File: src/rtl/ex_commit.sv
// Commit/writeback stage: one hold buffer per execute unit, round-robin grant onto the single RF write port.
// Results reach rf_w* two cycles after transfer; a unit is stalled only while its buffered result waits for a grant.
module ex_commit #(
  parameter int NUM_UNITS = 4,
  parameter int CNT_W     = 32
) (
  input  logic                    clk,
  input  logic                    rst_n,
  input  logic [NUM_UNITS-1:0]    ex_valid,
  input  logic [6*NUM_UNITS-1:0]  ex_rn,
  input  logic [64*NUM_UNITS-1:0] ex_data,
  output logic [NUM_UNITS-1:0]    ex_stall,
  output logic                    rf_we,
  output logic [5:0]              rf_wa,
  output logic [63:0]             rf_wd,
  output logic [CNT_W-1:0]        retired
);

  localparam int PW = (NUM_UNITS > 1) ? $clog2(NUM_UNITS) : 1;

  logic [NUM_UNITS-1:0] hv_q, hv_d;
  logic [5:0]           hrn_q   [NUM_UNITS];
  logic [5:0]           hrn_d   [NUM_UNITS];
  logic [63:0]          hdata_q [NUM_UNITS];
  logic [63:0]          hdata_d [NUM_UNITS];
  logic [PW-1:0]        ptr_q, ptr_d;
  logic                 rf_we_q, rf_we_d;
  logic [5:0]           rf_wa_q, rf_wa_d;
  logic [63:0]          rf_wd_q, rf_wd_d;
  logic [CNT_W-1:0]     retired_q, retired_d;

  logic [NUM_UNITS-1:0] grant;
  logic [NUM_UNITS-1:0] xfer;
  logic                 gnt_any;
  logic [PW-1:0]        gnt_idx;
  logic [5:0]           sel_rn;
  logic [63:0]          sel_data;

  // Round-robin: first holding unit at distance 1..NUM_UNITS from the last grant wins.
  always_comb begin
    grant   = '0;
    gnt_any = 1'b0;
    gnt_idx = ptr_q;
    for (int k = 1; k <= NUM_UNITS; k++) begin
      for (int i = 0; i < NUM_UNITS; i++) begin
        if (!gnt_any && hv_q[i] && (i == ((int'(ptr_q) + k) % NUM_UNITS))) begin
          grant[i] = 1'b1;
          gnt_any  = 1'b1;
          gnt_idx  = PW'(i);
        end
      end
    end
  end

  assign ex_stall = hv_q & ~grant;
  assign xfer     = ex_valid & ~ex_stall;

  always_comb begin
    sel_rn   = '0;
    sel_data = '0;
    for (int i = 0; i < NUM_UNITS; i++) begin
      if (grant[i]) begin
        sel_rn   = hrn_q[i];
        sel_data = hdata_q[i];
      end
    end
  end

  // A captured result may overwrite the entry being drained in the same cycle.
  always_comb begin
    for (int i = 0; i < NUM_UNITS; i++) begin
      hv_d[i]    = xfer[i] | (hv_q[i] & ~grant[i]);
      hrn_d[i]   = xfer[i] ? ex_rn[6*i +: 6]    : hrn_q[i];
      hdata_d[i] = xfer[i] ? ex_data[64*i +: 64] : hdata_q[i];
    end
    ptr_d     = gnt_any ? gnt_idx : ptr_q;
    rf_we_d   = gnt_any && (sel_rn != 6'd0);
    rf_wa_d   = gnt_any ? sel_rn   : rf_wa_q;
    rf_wd_d   = gnt_any ? sel_data : rf_wd_q;
    retired_d = gnt_any ? retired_q + CNT_W'(1) : retired_q;
  end

  always_ff @(posedge clk or negedge rst_n) begin
    if (!rst_n) begin
      hv_q      <= '0;
      ptr_q     <= PW'(NUM_UNITS - 1);
      rf_we_q   <= 1'b0;
      rf_wa_q   <= '0;
      rf_wd_q   <= '0;
      retired_q <= '0;
      for (int i = 0; i < NUM_UNITS; i++) begin
        hrn_q[i]   <= '0;
        hdata_q[i] <= '0;
      end
    end else begin
      hv_q      <= hv_d;
      ptr_q     <= ptr_d;
      rf_we_q   <= rf_we_d;
      rf_wa_q   <= rf_wa_d;
      rf_wd_q   <= rf_wd_d;
      retired_q <= retired_d;
      for (int i = 0; i < NUM_UNITS; i++) begin
        hrn_q[i]   <= hrn_d[i];
        hdata_q[i] <= hdata_d[i];
      end
    end
  end

  assign rf_we   = rf_we_q;
  assign rf_wa   = rf_wa_q;
  assign rf_wd   = rf_wd_q;
  assign retired = retired_q;

endmodule

File: config.mk
export PLATFORM = sky130hd
export DESIGN_NAME = ex_commit
export DESIGN_NICKNAME = d
export VERILOG_FILES = /design/src/rtl/ex_commit.sv
export SDC_FILE = /design/constraint.sdc
export NUM_CORES = 1
export LEC_CHECK = 0
export ABC_AREA = 1
export BUFFER_PORTS_ARGS = -buffer_cell sky130_fd_sc_hd__clkbuf_2
export CAP_MARGIN = 10
export CORE_UTILIZATION = 59
export CTS_CLUSTER_DIAMETER = 200
export DETAILED_ROUTE_END_ITERATION = 10
export PLACE_DENSITY = 0.94
export SLEW_MARGIN = 25
export SYNTH_ARGS = -nofsm -noshare
export SYNTH_HDL_FRONTEND = slang
export SYNTH_SLANG_ARGS = --single-unit
export TNS_END_PERCENT = 20
File: constraint.sdc
create_clock -name clk -period 7.2 [get_ports clk]
set_input_delay 1.44 -clock clk [delete_from_list [all_inputs] [get_ports clk]]
set_output_delay 1.44 -clock clk [all_outputs]
set_load 0.1 [all_outputs]
==> run summary, run 1 <==
Dividing the detail-routed wire length by the instance count gives 19.01 um. The average size of a mapped cell is 8.815 um2. Setup repair after global routing left no endpoint under its margin. Clock skew on the completed layout was measured at 0.01774 ns.

The tools report the synthesized cell area as 17,460 um2. Setup violations remaining at the end of the flow were counted as 0. The clock transition time at the flip-flop clock pins of the worst setup and hold paths works out to 0.06 ns.

STA classifies the critical path endpoint as an output port. The most used flip-flop cell after synthesis is sky130_fd_sc_hd__dfrtp_1. The net switching share of the total power came out at 0.5006.

The fraction of final layout cells sized beyond drive strength 1 is 0.2417. In this run, placement finished with an instance count of 2,657. At the end of routability-driven placement, the weighted congestion stood at 0.9821. For the count of antenna-violating nets left after detailed routing, the log shows 0. Pin placement for this block handled 393 I/O pins. Most common cell after layout, fill and taps aside: sky130_fd_sc_hd__nand2_1. The worst setup path is launched from a register. Iteration-0 DRC count of the detailed router: 1,537. For this run, the number of Yosys warnings is 0. The count of flip-flops with a built-in enable after synthesis is 0.

TritonCTS built the clock tree. The H-tree generated during clock tree synthesis spans 2 levels. Measured along the x axis, the die boundary spans 174.0 um.

The run gives 0 as the final routed DRC violation total. The analysis attributes to net switching a power of 6.239 mW. The run gives 8 as the count of TritonRoute iterations in the first routing pass. For the number of nets in the synthesized netlist, the log shows 2,268. The share of total power in combinational logic is 0.519. The run gives 15,660 as the number of global-route vias before repair. In this run the worst setup path begins at ptr_q[0]. The first global-routing pass estimated 81,880 um of wire. Across the run, the number of max-cap violations was 0. After the last flow step, the layout net total stands at 2,604. The worst-path maximum fanout works out to 71. The power density relative to cell area is 597.3 nW/um2, and the clock buffer count from CTS is 42. The tools report the total power draw as 12.46 mW.

The tools report the design internal power as 6.223 mW. The transition time at the pin with the least slew margin was 1.050 ns. The class of the tightest hold or removal check is register to register.

Hold repair after CTS inserted 0 buffers. The tools report the global router's overall resource usage as 0.3456. Summing all multi-input logic gate instances after layout gives 7014 um2.

For the hold violation total from the final report, the log shows 0. In the layout the commonest cells are sky130_fd_sc_hd__nand2_1 (852), sky130_fd_sc_hd__clkbuf_2 (388), sky130_fd_sc_hd__dfrtp_1 (387), sky130_fd_sc_hd__nand3_1 (291), sky130_fd_sc_hd__mux2_4 (70). In this run the static leakage power is 11.40 nW.

After legalization and detailed placement, the total HPWL measured 32,910 um. For the post-layout utilization of the core, the log shows 0.7210. In the final timing run, aggregate negative setup slack is 0 ns. The maximum buffer depth of the clock tree came out at 3.

Pin count of the biggest net entering global routing: 176. Static timing analysis puts the maximum clock frequency at 177.6 MHz. Measured along the y axis, the die boundary spans 174.0 um. The floorplan die area was 30,290 um2; the worst path arrival time was 4.19 ns. For the worst-skew pair, the clock arrives at the later sink with an insertion delay of 0.53 ns.

The maximum ir drop on the vdd rail was 0.4858 mV. Final number of max-transition violations: 0. The headroom to the max-slew limit was 0.2992. The wire length reported by the detailed router is 52,010 um, and the number of I/O port buffers is 392. Post-CTS repair changed the size of 0 cells. The initial antenna violation count came out at 5. The part of the power in the clock network came out at 0.170. Start-to-end type of the worst setup path: register to output port.

The tree is rooted in a sky130_fd_sc_hd__clkbuf_16. Post-CTS timing repair inserted 0 buffers for setup. The run gives 2,736 as the number of cells in the finished layout apart from fillers.

The share of the clock period used by the worst path after layout is 0.7820, and the number of core rows is 62. The layout filler cell count is 1,983, and the synthesized flop and latch total is 389. Relative to the synthesized area, the layout overhead comes to 19.48%. The logs give 0.311 for the sequential cell fraction of total power and 28,940 um2 for the area of the core region. The initial cell density of the core is 0.6035.

The share of the yosys chip area belonging to registers is 0.5576, and the number of unique standard cell types used by synthesis is 39. Data on the critical path is required at its endpoint by 5.76 ns. Startpoint of the tightest hold check path: hdata_q[191]. The run finished with clean final reports. Hold timing on the final database bottoms out at a slack of 0.4678 ns. The clock net in this run drives a total of 389 sinks.

The run gives 1,981 as the synthesized netlist cell count. The proportion of register bits with asynchronous set or reset after synthesis works out to 1.000. For this block, the via count after detailed routing is 15,880. Summed over all layers, the global routing overflow is 0. The reg-to-reg critical path startpoint is ptr_q[0]. The worst path needs 5.630 ns of the cycle, external delays included. The sequential cell area was 9737 um2; the vias per cell was 5.802.
## worst max-delay path: stages (launching register included)
cell and delay [ns]:
sky130_fd_sc_hd__dfstp_2 0.59, sky130_fd_sc_hd__inv_1 0.07, sky130_fd_sc_hd__nand3_1 0.12, sky130_fd_sc_hd__nand2_1 0.11, sky130_fd_sc_hd__nor2_2 0.15, sky130_fd_sc_hd__nand4_2 0.15
sky130_fd_sc_hd__nor2_4 0.16, sky130_fd_sc_hd__nand4_4 0.11, sky130_fd_sc_hd__nor2_2 0.16, sky130_fd_sc_hd__nand3_1 0.14, sky130_fd_sc_hd__nand2_4 0.59, sky130_fd_sc_hd__inv_2 0.12
sky130_fd_sc_hd__nand2_4 0.60, sky130_fd_sc_hd__inv_1 0.18, sky130_fd_sc_hd__clkbuf_2 0.42
## sequential cells by signal (all words and copies together), names as in the netlist
| name | cells |
|---|---|
| rf_wa | 6 |
| rf_wd | 64 |
| rf_we | 1 |
| ptr_q | 2 |
| hrn_q | 24 |
| retired | 32 |
| hv_q | 4 |
| hdata_q | 256 |
## synthesized netlist by cell type, drive strengths merged (4+ instances only)
master	count	area, um2
a21oi	71	362.8
buf	64	375.4
clkbuf	48	180.2
dfrtp	387	9684
inv	50	187.7
mux2	70	1051
nand2	863	3277
nand3	292	1466
nand4	16	127.6
nor2	48	192.7
nor3	17	90.09
nor4	5	31.28
o21ai	5	25.02
or2	4	25.02
xnor2	5	43.79
xor2	24	210.2
## through the flow
step / area, um2 / setup WS (ns)
global placement: 19490 / 2.238
global route: 20860 / 1.147
finish: 20860 / 1.570
detailed placement: 19490 / 2.070
floorplan: 17460 / 3.432
CTS: 20840 / 1.514
## power groups by stage
| stage | sequential [mW] | clock (mW) | combinational, mW |
|---|---|---|---|
| after floorplan | 5.22 | 0 | 3.58 |
| after global placement | 3.82 | 0 | 6.16 |
| after detailed placement | 3.87 | 0 | 6.39 |
| after CTS | 3.85 | 2.14 | 6.45 |
| after global routing | 3.98 | 2.23 | 6.97 |
| final | 3.88 | 2.12 | 6.46 |
## final timing paths
check	end	slack, ns	depth (start not counted)
setup / recovery	ex_stall[1]	1.57	14
hold / removal	hdata_q[191]	0.47	2
setup reg to reg	hdata_q[52]	2.80	15
hold reg to reg	hdata_q[191]	0.47	2
max in group asynchronous	rf_wd[55]	4.95	2
min in group asynchronous	rf_wd[17]	0.90	1
## metal layers
metal	vias up	wire, um	GRT usage
met5	-	0	0
met4	0	2974	0.1904
met3	214	4750	0.06321
met2	1031	24830	0.5602
met1	7572	19450	0.4419
li1	7058	-	-
## area by class of cell
cell class / count / area share
clock buffers: 62 / 0.05931
clock inverters: 11 / 0.005398
flip-flops and latches: 389 / 0.4667
diodes: 6 / 0.0007197
repair buffers: 404 / 0.09962
well taps: 384 / 0.02303
multi-input cells: 1430 / 0.3362
inverters: 50 / 0.008996
## logic make-up after synthesis
kind of cell | count (synthesis) | share of synthesized area
simple gates | 1249 | 0.2999
buf+inv | 162 | 0.04256
fa+ha+maj | 1 | 0.0007164
xor+xnor | 29 | 0.01455
compound gates | 81 | 0.02443
flops | 389 | 0.5576
mux | 70 | 0.06019
No activity file was read; power rests on OpenSTA's default activity.
==> inputs of run 2 (changes only) <==
--- a/config.mk
+++ b/config.mk
@@ -8,10 +8,10 @@
 export ABC_AREA = 1
 export BUFFER_PORTS_ARGS = -buffer_cell sky130_fd_sc_hd__clkbuf_2
 export CAP_MARGIN = 10
-export CORE_UTILIZATION = 59
+export CORE_UTILIZATION = 55
 export CTS_CLUSTER_DIAMETER = 200
 export DETAILED_ROUTE_END_ITERATION = 10
-export PLACE_DENSITY = 0.94
+export PLACE_DENSITY = 0.89
 export SLEW_MARGIN = 25
 export SYNTH_ARGS = -nofsm -noshare
 export SYNTH_HDL_FRONTEND = slang
==> constraint.sdc (replaced) <==
create_clock -name clk -period 5.8 [get_ports clk]
set_input_delay 1.16 -clock clk [delete_from_list [all_inputs] [get_ports clk]]
set_output_delay 1.16 -clock clk [all_outputs]
set_load 0.1 [all_outputs]
==> run 2 against run 1 <==
Effect of this change:
- power is 25% higher
- via count is 1.0% lower
- critical path depth stayed put
- clock skew is 0.0014 ns higher
- combinational power is 24% higher
- hold slack better by 0.0031 ns
- worst setup slack worse by 0.42 ns
- sequential share of layout area is 0.34 points lower
- largest cell class unchanged
==> run summary, run 2 (same netlist as run 1, synthesis figures left out) <==
The flow ran to the end, and the final reports show no timing, DRC or antenna violations. The tools report the placed wire-length estimate after detailed placement as 33,780 um. Post-CTS repair changed the size of 0 cells.

For the hold violation total from the final report, the log shows 0. 393 I/O pins were placed. After detailed routing, the number of vias per cell comes to 5.707. For the final database, setup skew stands at 0.01912 ns. The final net count came out at 2,607. Post-CTS timing repair inserted 0 buffers for setup.

The capturing element type of the critical path was an output port. Overall power consumption after layout is estimated at 15.60 mW. The maximum buffer depth of the clock tree is 3, and the via count of the routed design is 15,710.

For the worst path arrival time, the log shows 3.49 ns. The most common cell after layout, fill and taps aside was sky130_fd_sc_hd__nand2_1. Counting flops per register, the top entry is hdata_q. The power density relative to cell area works out to 742.4 nW/um2. The tightest min-delay check is of the register to register type. The total area of multi-input combinational cells was 7014 um2; the count of H-tree levels built during CTS was 2. Setup repair after global routing left no endpoint under its margin. The final critical delay including setup and external delays is 4.652 ns. In this run the clock root is driven by a sky130_fd_sc_hd__clkbuf_16.

The logs give 0.55 ns for the source-to-sink clock delay at the later pin of the worst-skew pair and 0.5649 for the initial cell density of the core. In the layout the commonest cells are sky130_fd_sc_hd__nand2_1 (852), sky130_fd_sc_hd__clkbuf_2 (388), sky130_fd_sc_hd__dfrtp_1 (387), sky130_fd_sc_hd__nand3_1 (291), sky130_fd_sc_hd__mux2_4 (70). The routed wirelength normalized by instance count is 18.94 um, and the floorplan die area is 32,460 um2. The final routed DRC violation total came out at 0.

Clock-pin slew was measured on the worst setup and hold paths at 0.06 ns. The height of the die works out to 180.2 um. The post-route cell area was 21,020 um2. The total negative slack for setup checks was 0 ns; the share of the clock period used by the worst path after layout was 0.8021. VDD sags by at most 0.7151 mV. Summed over all cells, the static leakage comes to 11.45 nW. Along the worst path, the maximum fanout reaches 71. The tool flagged a number of max-cap violations equal to 0. For the pin with the worst max-slew slack, the measured transition is 1.014 ns. The worst setup path is launched from a register. The start-to-end type of the worst setup path is register to output port. Flip-flop count of the largest register after layout: 256. TritonCTS built the clock tree.

The fraction of final layout cells sized beyond drive strength 1 was 0.2461; the timing-limited maximum frequency was 215.0 MHz. The tools report the total of hold buffers inserted after clock tree synthesis as 0. The tools report the initial antenna violation count as 6. The run gives 1.148 ns as the final setup slack of the worst path. Buffers inserted during clock tree synthesis total 42.

The synthesis-to-layout area growth came out at 20.35%. The filler cells instantiated in the layout total 2,313. Summed over all layers, the global routing overflow is 0.

Wire length reported by the detailed router: 52,130 um. The final number of max-transition violations was 0; the count of clock tree sinks was 389. For the iteration-0 DRC count of the detailed router, the log shows 1,393.

The floorplan has 64 rows. First-pass GRT wire length: 83,260 um. The tools report the headroom to the max-slew limit as 0.3243.

In this run the cell area measured after placement is 19,540 um2. Setup violations remaining at the end of the flow were counted as 0. The number of I/O port buffers is 392, and the placer congestion estimate is 0.9229. The logs give 9737 um2 for the sequential cell area and 0 for the count of antenna-violating nets left after detailed routing.

The logs give 4.64 ns for the required time at the endpoint of the critical path and 0.3238 for the global router's overall resource usage. The tools report the count of TritonRoute iterations in the first routing pass as 8. The post-layout utilization of the core came out at 0.6799. The number of global-route vias before repair is 15,980. The tools report the area of the core region as 30,910 um2. At the placement stage, the worst setup path has a slack of 1.489 ns. The die is 180.2 um wide.

Entering global routing, the biggest net connects 131 pins.
==> run 2: cell type report <==
| cell class | count | area share |
|---|---|---|
| multi-input cells | 1430 | 0.3338 |
| diodes | 4 | 0.0004763 |
| repair buffers | 407 | 0.1015 |
| inverters | 50 | 0.008931 |
| well taps | 396 | 0.02358 |
| clock inverters | 25 | 0.01429 |
| clock buffers | 52 | 0.05418 |
| flip-flops and latches | 389 | 0.4633 |
==> run 2: final timing paths <==
kind	cells past startpoint	endpoint	from	slack (ns)
worst min register to register	2	hdata_q[57]	hdata_q[57]	0.47
worst min-delay path	2	hdata_q[57]	hdata_q[57]	0.47
worst max-delay path	14	ex_stall[0]	ptr_q[0]	1.15
max in group asynchronous	3	retired[7]	rst_n	4.00
worst max register to register	16	hrn_q[13]	ptr_q[0]	1.51
min in group asynchronous	1	retired[17]	rst_n	0.55
==> run 2: stage by stage <==
| step | cells | hold WS (ns) |
|---|---|---|
| floorplan | 1981 | 0.4355 |
| global placement | 2671 | 0.4536 |
| detailed placement | 2671 | 0.4565 |
| CTS | 2748 | 0.4726 |
| global route | 2752 | 0.4861 |
| finish | 2753 | 0.4709 |
==> run 2: power breakdown <==
part / leakage, nW / internal, mW / switching, mW
logic: 5.97 / 2.14 / 5.86
registers: 4.79 / 4.04 / 0.784
clock network: 0.701 / 1.64 / 1.15
==> run 2: per-layer routing <==
| layer | vias up | routed length (um) | GRT usage |
|---|---|---|---|
| met3 | 194 | 4807 | 0.06993 |
| met1 | 7488 | 19910 | 0.4026 |
| met2 | 965 | 24710 | 0.5309 |
| met4 | 4 | 2682 | 0.1747 |
| li1 | 7060 | - | - |
| met5 | - | 26 | 0 |
==> run 2: worst max-delay path: stages, from the launching register on <==
cell and delay (ns):
sky130_fd_sc_hd__dfstp_2 0.58, sky130_fd_sc_hd__inv_1 0.07, sky130_fd_sc_hd__nand3_1 0.12, sky130_fd_sc_hd__nand2_1 0.09, sky130_fd_sc_hd__nor2_2 0.13, sky130_fd_sc_hd__nand4_2 0.13, sky130_fd_sc_hd__nor2_4 0.16, sky130_fd_sc_hd__nand4_4 0.11
sky130_fd_sc_hd__nor2_2 0.15, sky130_fd_sc_hd__nand2_1 0.10, sky130_fd_sc_hd__nand2_4 0.67, sky130_fd_sc_hd__inv_2 0.06, sky130_fd_sc_hd__nand2_2 0.12, sky130_fd_sc_hd__inv_1 0.05, sky130_fd_sc_hd__clkbuf_2 0.38
